## src/rtl/vram_arbiter.sv

```systemverilog
// rtl/vram_arbiter.sv - single-port pixel RAM arbiter: scanout reads win, one held write; optional VRAM_ARB_BYPASS_EN
module vram_arbiter #(
  parameter int ADDR_W = 13,
  parameter int DATA_W = 3
) (
  input  logic              clk,
  input  logic              clr,
  input  logic              rd_req,
  input  logic [ADDR_W-1:0] rd_addr,
  output logic              rd_valid,
  output logic [DATA_W-1:0] rd_data,
  input  logic              wr_valid,
  output logic              wr_ready,
  input  logic [ADDR_W-1:0] wr_addr,
  input  logic [DATA_W-1:0] wr_data,
  output logic [ADDR_W-1:0] mem_addr,
  output logic              mem_we,
  output logic [DATA_W-1:0] mem_wdata,
  input  logic [DATA_W-1:0] mem_rdata
);

  typedef enum logic [1:0] {
    ST_IDLE = 2'd0,
    ST_RD   = 2'd1,
    ST_WR   = 2'd2
  } port_state_t;

  port_state_t       state;
  port_state_t       state_next;
  logic              hold_full;
  logic              hold_full_next;
  logic [ADDR_W-1:0] hold_addr;
  logic [DATA_W-1:0] hold_data;
  logic              accept;
  logic              rd_p2;
  logic [DATA_W-1:0] read_word;

  // Pick the next memory-port operation: scanout first, then the held write.
  always_comb begin
    state_next     = ST_IDLE;
    accept         = wr_valid && wr_ready;
    hold_full_next = hold_full;
    if (rd_req) begin
      state_next = ST_RD;
    end else if (hold_full) begin
      state_next = ST_WR;
    end
    if (state_next == ST_WR) begin
      hold_full_next = 1'b0;
    end else if (accept) begin
      hold_full_next = 1'b1;
    end
  end

  // Memory-port state register; ST_RD also marks the first read pipeline stage.
  always_ff @(posedge clk) begin
    if (clr) begin
      state <= ST_IDLE;
    end else begin
      state <= state_next;
    end
  end

  // Registered RAM address, write enable and write data.
  always_ff @(posedge clk) begin
    if (clr) begin
      mem_addr  <= '0;
      mem_we    <= 1'b0;
      mem_wdata <= '0;
    end else begin
      case (state_next)
        ST_RD: begin
          mem_addr <= rd_addr;
          mem_we   <= 1'b0;
        end
        ST_WR: begin
          mem_addr  <= hold_addr;
          mem_wdata <= hold_data;
          mem_we    <= 1'b1;
        end
        default: mem_we <= 1'b0;
      endcase
    end
  end

  // One-entry write hold register; wr_ready mirrors the next empty state.
  always_ff @(posedge clk) begin
    if (clr) begin
      hold_full <= 1'b0;
      hold_addr <= '0;
      hold_data <= '0;
      wr_ready  <= 1'b0;
    end else begin
      hold_full <= hold_full_next;
      wr_ready  <= !hold_full_next;
      if (accept) begin
        hold_addr <= wr_addr;
        hold_data <= wr_data;
      end
    end
  end

`ifdef VRAM_ARB_BYPASS_EN
  logic              byp_p1;
  logic              byp_p2;
  logic [DATA_W-1:0] byp_d1;
  logic [DATA_W-1:0] byp_d2;

  // Track reads that hit the pending write so they return the held data instead of RAM.
  always_ff @(posedge clk) begin
    if (clr) begin
      byp_p1 <= 1'b0;
      byp_p2 <= 1'b0;
      byp_d1 <= '0;
      byp_d2 <= '0;
    end else begin
      byp_p1 <= rd_req && hold_full && (rd_addr == hold_addr);
      byp_d1 <= hold_data;
      byp_p2 <= byp_p1;
      byp_d2 <= byp_d1;
    end
  end

  assign read_word = byp_p2 ? byp_d2 : mem_rdata;
`else
  assign read_word = mem_rdata;
`endif

  // Read return: RAM data arrives the cycle after the address, captured one edge later.
  always_ff @(posedge clk) begin
    if (clr) begin
      rd_p2    <= 1'b0;
      rd_valid <= 1'b0;
      rd_data  <= '0;
    end else begin
      rd_p2    <= (state == ST_RD);
      rd_valid <= rd_p2;
      if (rd_p2) begin
        rd_data <= read_word;
      end
    end
  end

endmodule

```

## config.mk

```make
export PLATFORM = sky130hd
export DESIGN_NAME = vram_arbiter
export DESIGN_NICKNAME = d
export VERILOG_FILES = /design/src/rtl/vram_arbiter.sv
export SDC_FILE = /design/constraint.sdc
export NUM_CORES = 1
export LEC_CHECK = 0
export CORE_ASPECT_RATIO = 0.7
export CORE_MARGIN = 2
export CORE_UTILIZATION = 40
export DETAILED_ROUTE_END_ITERATION = 12
export DONT_BUFFER_PORTS = 1
export GPL_TIMING_DRIVEN = 0
export HOLD_SLACK_MARGIN = 0.1
export PLACE_DENSITY = 0.65
export SETUP_SLACK_MARGIN = 0.15
export SKIP_CTS_REPAIR_TIMING = 1
export SYNTH_ARGS = -nofsm -noshare
export SYNTH_HDL_FRONTEND = slang
export SYNTH_SLANG_ARGS = --single-unit
```

## constraint.sdc

```tcl
create_clock -name clk -period 2.5 [get_ports clk]
set_clock_uncertainty 0.1 [all_clocks]
set_input_delay 0.75 -clock clk [delete_from_list [all_inputs] [get_ports clk]]
set_output_delay 0.75 -clock clk [all_outputs]
set_load 0.02 [all_outputs]
```

==> flow_metrics.py, run 1 <==
metrics = {
    "pwr": {
        "p_seq_frac": 0.585,
        "p_leak_nw": 0.7172,
        "peakVddDrop_uv": 350.4,
        "p_sw_frac": 0.2464,
        "power_mw": 1.240,
        "p_int_mw": 0.9345,
        "combinationalPowerShare": 0.091,
        "p_clk_frac": 0.324,
        "power_density_mw_per_mm2": 711.0,
        "switching_power_mw": 0.3055,
    },
    "synthesis": {
        "synth_seq_cells": 41,
        "yosys.area_share.xor_xnor": 0,
        "synth_compound_area_frac": 0.05016,
        "synth.largest_area_cell": "dfxtp_1",
        "syn_avg_cell_area_um2": 9.916,
        "synth_fa_ha_area_frac": 0,
        "syn_nets": 197,
        "synth_warnings": 0,
        "synthTopCellsByArea": "dfxtp_1 51%, mux2i_1 13%, mux2_4 8.5%",
        "synth_cell_types": 16,
        "syn-cell-area_mm2": 0.001597,
        "yosysSeqAreaShare": 0.5141,
        "synth_simple_gate_area_share": 0.1520,
        "synth_top_area_share": 0.5141,
        "synthMuxAreaShare": 0.2382,
        "syn_inst": 161,
        "synth_top_family_by_area": "multiplexers",
    },
    "critical_path": {
        "worstRegToRegCells": 4,
        "crit_path_start_kind": "flop",
        "endpoint_kind": "output port",
        "worst-path-max-fanout": 2,
        "arrival_ns": 0.76,
        "critPathRequiredTime_ns": 1.65,
        "critPathKind": "reg2out",
        "cp.depth": 0,
    },
    "floorplanning": {
        "die_x_um": 79.51,
        "core_area_mm2": 0.003875,
        "start_util": 0.4120,
        "die_h_um": 56.86,
        "num_io_pins": 58,
        "rows": 19,
        "dieArea_mm2": 0.004521,
    },
    "clocking": {
        "tritoncts": "done",
        "cts_buffers": 5,
        "cts_root_buf": "clkbuf_8",
        "cts.path.max_buffers": 2,
        "htree_num_levels": 2,
        "insertion_delay_ns": 0.28,
        "clk_pin_slew_ns": 0.08,
        "cts.sinks": 41,
    },
    "global_route": {
        "grt_pass1_wl_um": 5119,
        "grt_pass1_vias": 1138,
        "grt_overflow_total": 0,
        "grt_max_degree": 13,
        "antenna_found_initial": 0,
        "grt_usage": 0.1502,
    },
    "placement": {
        "gp_congestion": 0.7059,
        "hpwlAfterDp_um": 2591,
        "portBuffers": 0,
    },
    "sta": {
        "rsz0062_at_grt": "no",
        "relSlewSlack": 0.6456,
        "drv_slew": 0,
        "period_share": 0.6448,
        "finalHoldViolations": 0,
        "tns_ns": 0,
        "worst_pin_slew_ns": 0.5316,
        "fmax_mhz": 620.3,
        "fin_crit_ns": 1.612,
        "setup_viol": 0,
    },
    "detailed_routing": {
        "drtIter0Drc": 15,
        "wl_per_cell_um": 14.97,
        "top_layer_used": "met4",
        "wl_met1_um": 1418,
        "vias": 1074,
        "totalWireLength_um": 3309,
        "ant_nets": 0,
        "wl_met3_um": 278,
        "vias_per_cell": 4.860,
        "drc": 0,
        "drtPass1Iterations": 4,
        "wl_met2_um": 1579,
    },
    "run": {
        "max-cap-violations": 0,
    },
    "finish": {
        "num-fill-cells": 391,
        "drive_above_1_share": 0.1538,
        "nNetsFinal": 204,
        "antenna_cells": 0,
        "syn_to_final_growth_pct": 9.247,
    },
    "status": {
        "status": "complete, no violations",
    },
    "hold_path": {
        "holdCritPathClass": "reg2reg",
        "hold_depth": 2,
    },
}
==> final timing paths <==
kind	from	endpoint	slack, ns
worst max-delay path	mem_addr[0]	mem_addr[0]	0.89
worst min-delay path	hold_addr[7]	hold_addr[7]	0.36
worst max register to register	wr_ready	hold_addr[6]	1.07
worst min register to register	hold_addr[7]	hold_addr[7]	0.36
==> cell type report <==
cell class	count	area (um2)	share of cell area
plain buffers	11	72.57	0.04161
flip-flops and latches	41	820.8	0.4706
multi-input cells	109	703.2	0.4032
well taps	52	65.06	0.03730
clock inverters	2	10.01	0.005739
clock buffers	6	72.57	0.04161
==> stage by stage <==
stage                     setup slack, ns  cells  instance area [um2]    util  hold WS, ns
after floorplan                    0.8917    161                 1597       -       0.3329
after global placement             0.7686    213                 1662  0.4288       0.3408
after detailed placement           0.7225    213                 1662  0.4288       0.3475
after CTS                          0.8802    221                 1744  0.4501       0.3583
after global routing               0.8649    221                 1744  0.4501       0.3826
final                              0.8880    221                 1744  0.4501       0.3590
==> layout by cell type, fill, tap and decap left out <==
cell	instances
mux2_2	4
buf_6	1
clkinv_2	2
nor2b_1	3
a21oi_1	16
buf_4	1
nand2_1	33
buf_12	1
and2_1	1
dfxtp_1	41
nor2_1	21
or2b_1	1
mux2i_1	20
clkbuf_8	5
nor3b_1	1
buf_2	3
clkbuf_1	6
mux2_4	9
==> worst register-to-register path, stage by stage (launching register included) <==
cell and delay (ns):
dfxtp_1 0.39, nand2_1 0.21, clkbuf_1 0.40, nand2_1 0.11, a21oi_1 0.16
==> power by group through the flow <==
stage | Sequential [mW] | Combinational, mW | Clock, mW
finish | 0.725 | 0.113 | 0.402
global route | 0.729 | 0.125 | 0.438
detailed placement | 0.741 | 0.114 | 0
CTS | 0.726 | 0.115 | 0.415
floorplan | 0.734 | 0.0953 | 0
global placement | 0.739 | 0.109 | 0
==> metal layers <==
layer / vias up / global-route usage
li1: 540 / -
met1: 497 / 0.1616
met2: 33 / 0.2617
met3: 4 / 0.07074
met4: 0 / 0.04433
met5: - / 0
==> cells by family (layout without fill, tap and decap cells) <==
logic type	Yosys count	after routing
simple gates	60	60
buf+inv	11	19
flops	41	41
compound gates	16	16
mux	33	33
==> cells in the mapped netlist (all sizes together) <==
cell / count
dfxtp: 41
nor2: 21
or2b: 1
a21oi: 16
clkbuf: 5
mux2: 13
nor3b: 1
nor2b: 3
buf: 6
mux2i: 20
nand2: 33
and2: 1
==> sequential cells by signal, indices dropped and copies added, names as in the netlist <==
signal     count
rd_p2          1
mem_wdata      3
hold_addr     13
rd_valid       1
mem_addr      13
hold_full      1
hold_data      3
wr_ready       1
state          2
rd_data        3
(Power assumes the default switching activity.)
==> run 2, diff against run 1 <==
Clock period 2.5 ns to 1.64 ns, I/O delays scaled along.
==> flow_metrics.py, run 2 (same netlist as run 1, synthesis figures left out) <==
metrics = {
    "finish": {
        "final_common_cell": "dfxtp_1",
        "final_util": 0.4508,
        "antenna_cells": 0,
        "largestRegisters": "hold_addr (13), mem_addr (13)",
        "num-fill-cells": 391,
        "finalNonFillerCells": 221,
        "final_cell_mix": "40 x dfxtp_1, 33 x nand2_1, 21 x nor2_1, 20 x mux2i_1, 16 x a21oi_1",
        "drive_above_1_share": 0.1657,
        "nNetsFinal": 204,
        "syn_to_final_growth_pct": 9.405,
    },
    "clocking": {
        "cts.sinks": 41,
        "tritoncts": "done",
        "clk_pin_slew_ns": 0.08,
        "insertion_delay_ns": 0.28,
        "cts_root_buf": "clkbuf_8",
        "cts.path.max_buffers": 2,
        "cts_buffers": 5,
        "htree_num_levels": 2,
    },
    "global_route": {
        "antenna_found_initial": 0,
        "grt_usage": 0.1502,
        "grt_pass1_wl_um": 5119,
        "grt_overflow_total": 0,
        "grt_pass1_vias": 1138,
        "grt_max_degree": 13,
    },
    "sta": {
        "period_share": 0.8257,
        "fin_crit_ns": 1.354,
        "setup_viol": 0,
        "relSlewSlack": 0.6456,
        "finalHoldViolations": 0,
        "rsz0062_at_grt": "no",
        "drv_slew": 0,
        "worst_pin_slew_ns": 0.5316,
        "holdWs_ns": 0.1652,
        "tns_ns": 0,
        "fmax_mhz": 738.5,
        "setup_ws_ns": 0.2859,
    },
    "hold_path": {
        "holdCritPathClass": "in2reg",
    },
    "pwr": {
        "switching_power_mw": 0.4659,
        "p_seq_frac": 0.585,
        "combinationalPowerShare": 0.091,
        "p_leak_nw": 0.7200,
        "p_sw_frac": 0.2464,
        "peakVddDrop_uv": 534.2,
        "p_int_mw": 1.425,
        "power_density_mw_per_mm2": 1083,
        "p_clk_frac": 0.324,
    },
    "floorplanning": {
        "num_io_pins": 58,
        "core_area_mm2": 0.003875,
        "die_h_um": 56.86,
        "start_util": 0.4120,
        "rows": 19,
        "dieArea_mm2": 0.004521,
        "die_x_um": 79.51,
    },
    "placement": {
        "place_ws_ns": 0.1205,
        "hpwlAfterDp_um": 2591,
        "gp_congestion": 0.7059,
        "portBuffers": 0,
        "dp.cells": 213,
    },
    "critical_path": {
        "critPathKind": "reg2out",
        "crit_path_start_kind": "flop",
        "arrival_ns": 0.76,
        "endpoint_kind": "output port",
        "worst-path-max-fanout": 2,
        "critPathRequiredTime_ns": 1.05,
    },
    "detailed_routing": {
        "vias_per_cell": 4.860,
        "ant_nets": 0,
        "wl_per_cell_um": 14.95,
        "drtPass1Iterations": 4,
        "totalWireLength_um": 3305,
        "vias": 1074,
        "drtIter0Drc": 15,
        "drc": 0,
    },
    "status": {
        "status": "complete, no violations",
    },
    "run": {
        "max-cap-violations": 0,
    },
}
run 2: path summary, 6_finish.rpt:
path / from / end / slack [ns] / depth (start not counted)
max: mem_addr[0] / mem_addr[0] / 0.29 / 0
max reg2reg: hold_full / mem_addr[10] / 0.30 / 5
min reg2reg: hold_addr[7] / hold_addr[7] / 0.36 / 2
min: clr / rd_valid / 0.17 / 1
run 2: area by class of cell:
class | instances | area [um2] | area share
Sequential cell | 41 | 822.0 | 0.4706
Clock inverter | 2 | 10.01 | 0.005731
Tap cell | 52 | 65.06 | 0.03725
Clock buffer | 6 | 72.57 | 0.04155
Buffer | 11 | 73.82 | 0.04226
Multi-Input combinational cell | 109 | 703.2 | 0.4026
run 2: through the flow:
step                      instance area [um2]  power [mW]
after floorplan                          1597       1.264
after detailed placement                 1662       1.304
final                                    1747       1.891
after CTS                                1744       1.914
after global routing                     1747       1.970
after global placement                   1662       1.293
run 2: power by group through the flow:
| stage | Sequential [mW] | Clock, mW | Combinational, mW |
|---|---|---|---|
| 2_1_floorplan | 1.12 | 0 | 0.145 |
| 3_3_place_gp | 1.13 | 0 | 0.166 |
| 3_5_place_dp | 1.13 | 0 | 0.174 |
| 4_1_cts | 1.11 | 0.632 | 0.175 |
| 5_1_grt | 1.11 | 0.668 | 0.191 |
| 6_report | 1.11 | 0.613 | 0.172 |
run 2: metal layers:
| metal | GRT usage | share of wire | vias to the layer above |
|---|---|---|---|
| met5 | 0 | 0 | - |
| met4 | 0.04433 | 0.010 | 0 |
| met3 | 0.07074 | 0.084 | 4 |
| met2 | 0.2617 | 0.48 | 33 |
| met1 | 0.1616 | 0.43 | 497 |
| li1 | - | - | 540 |
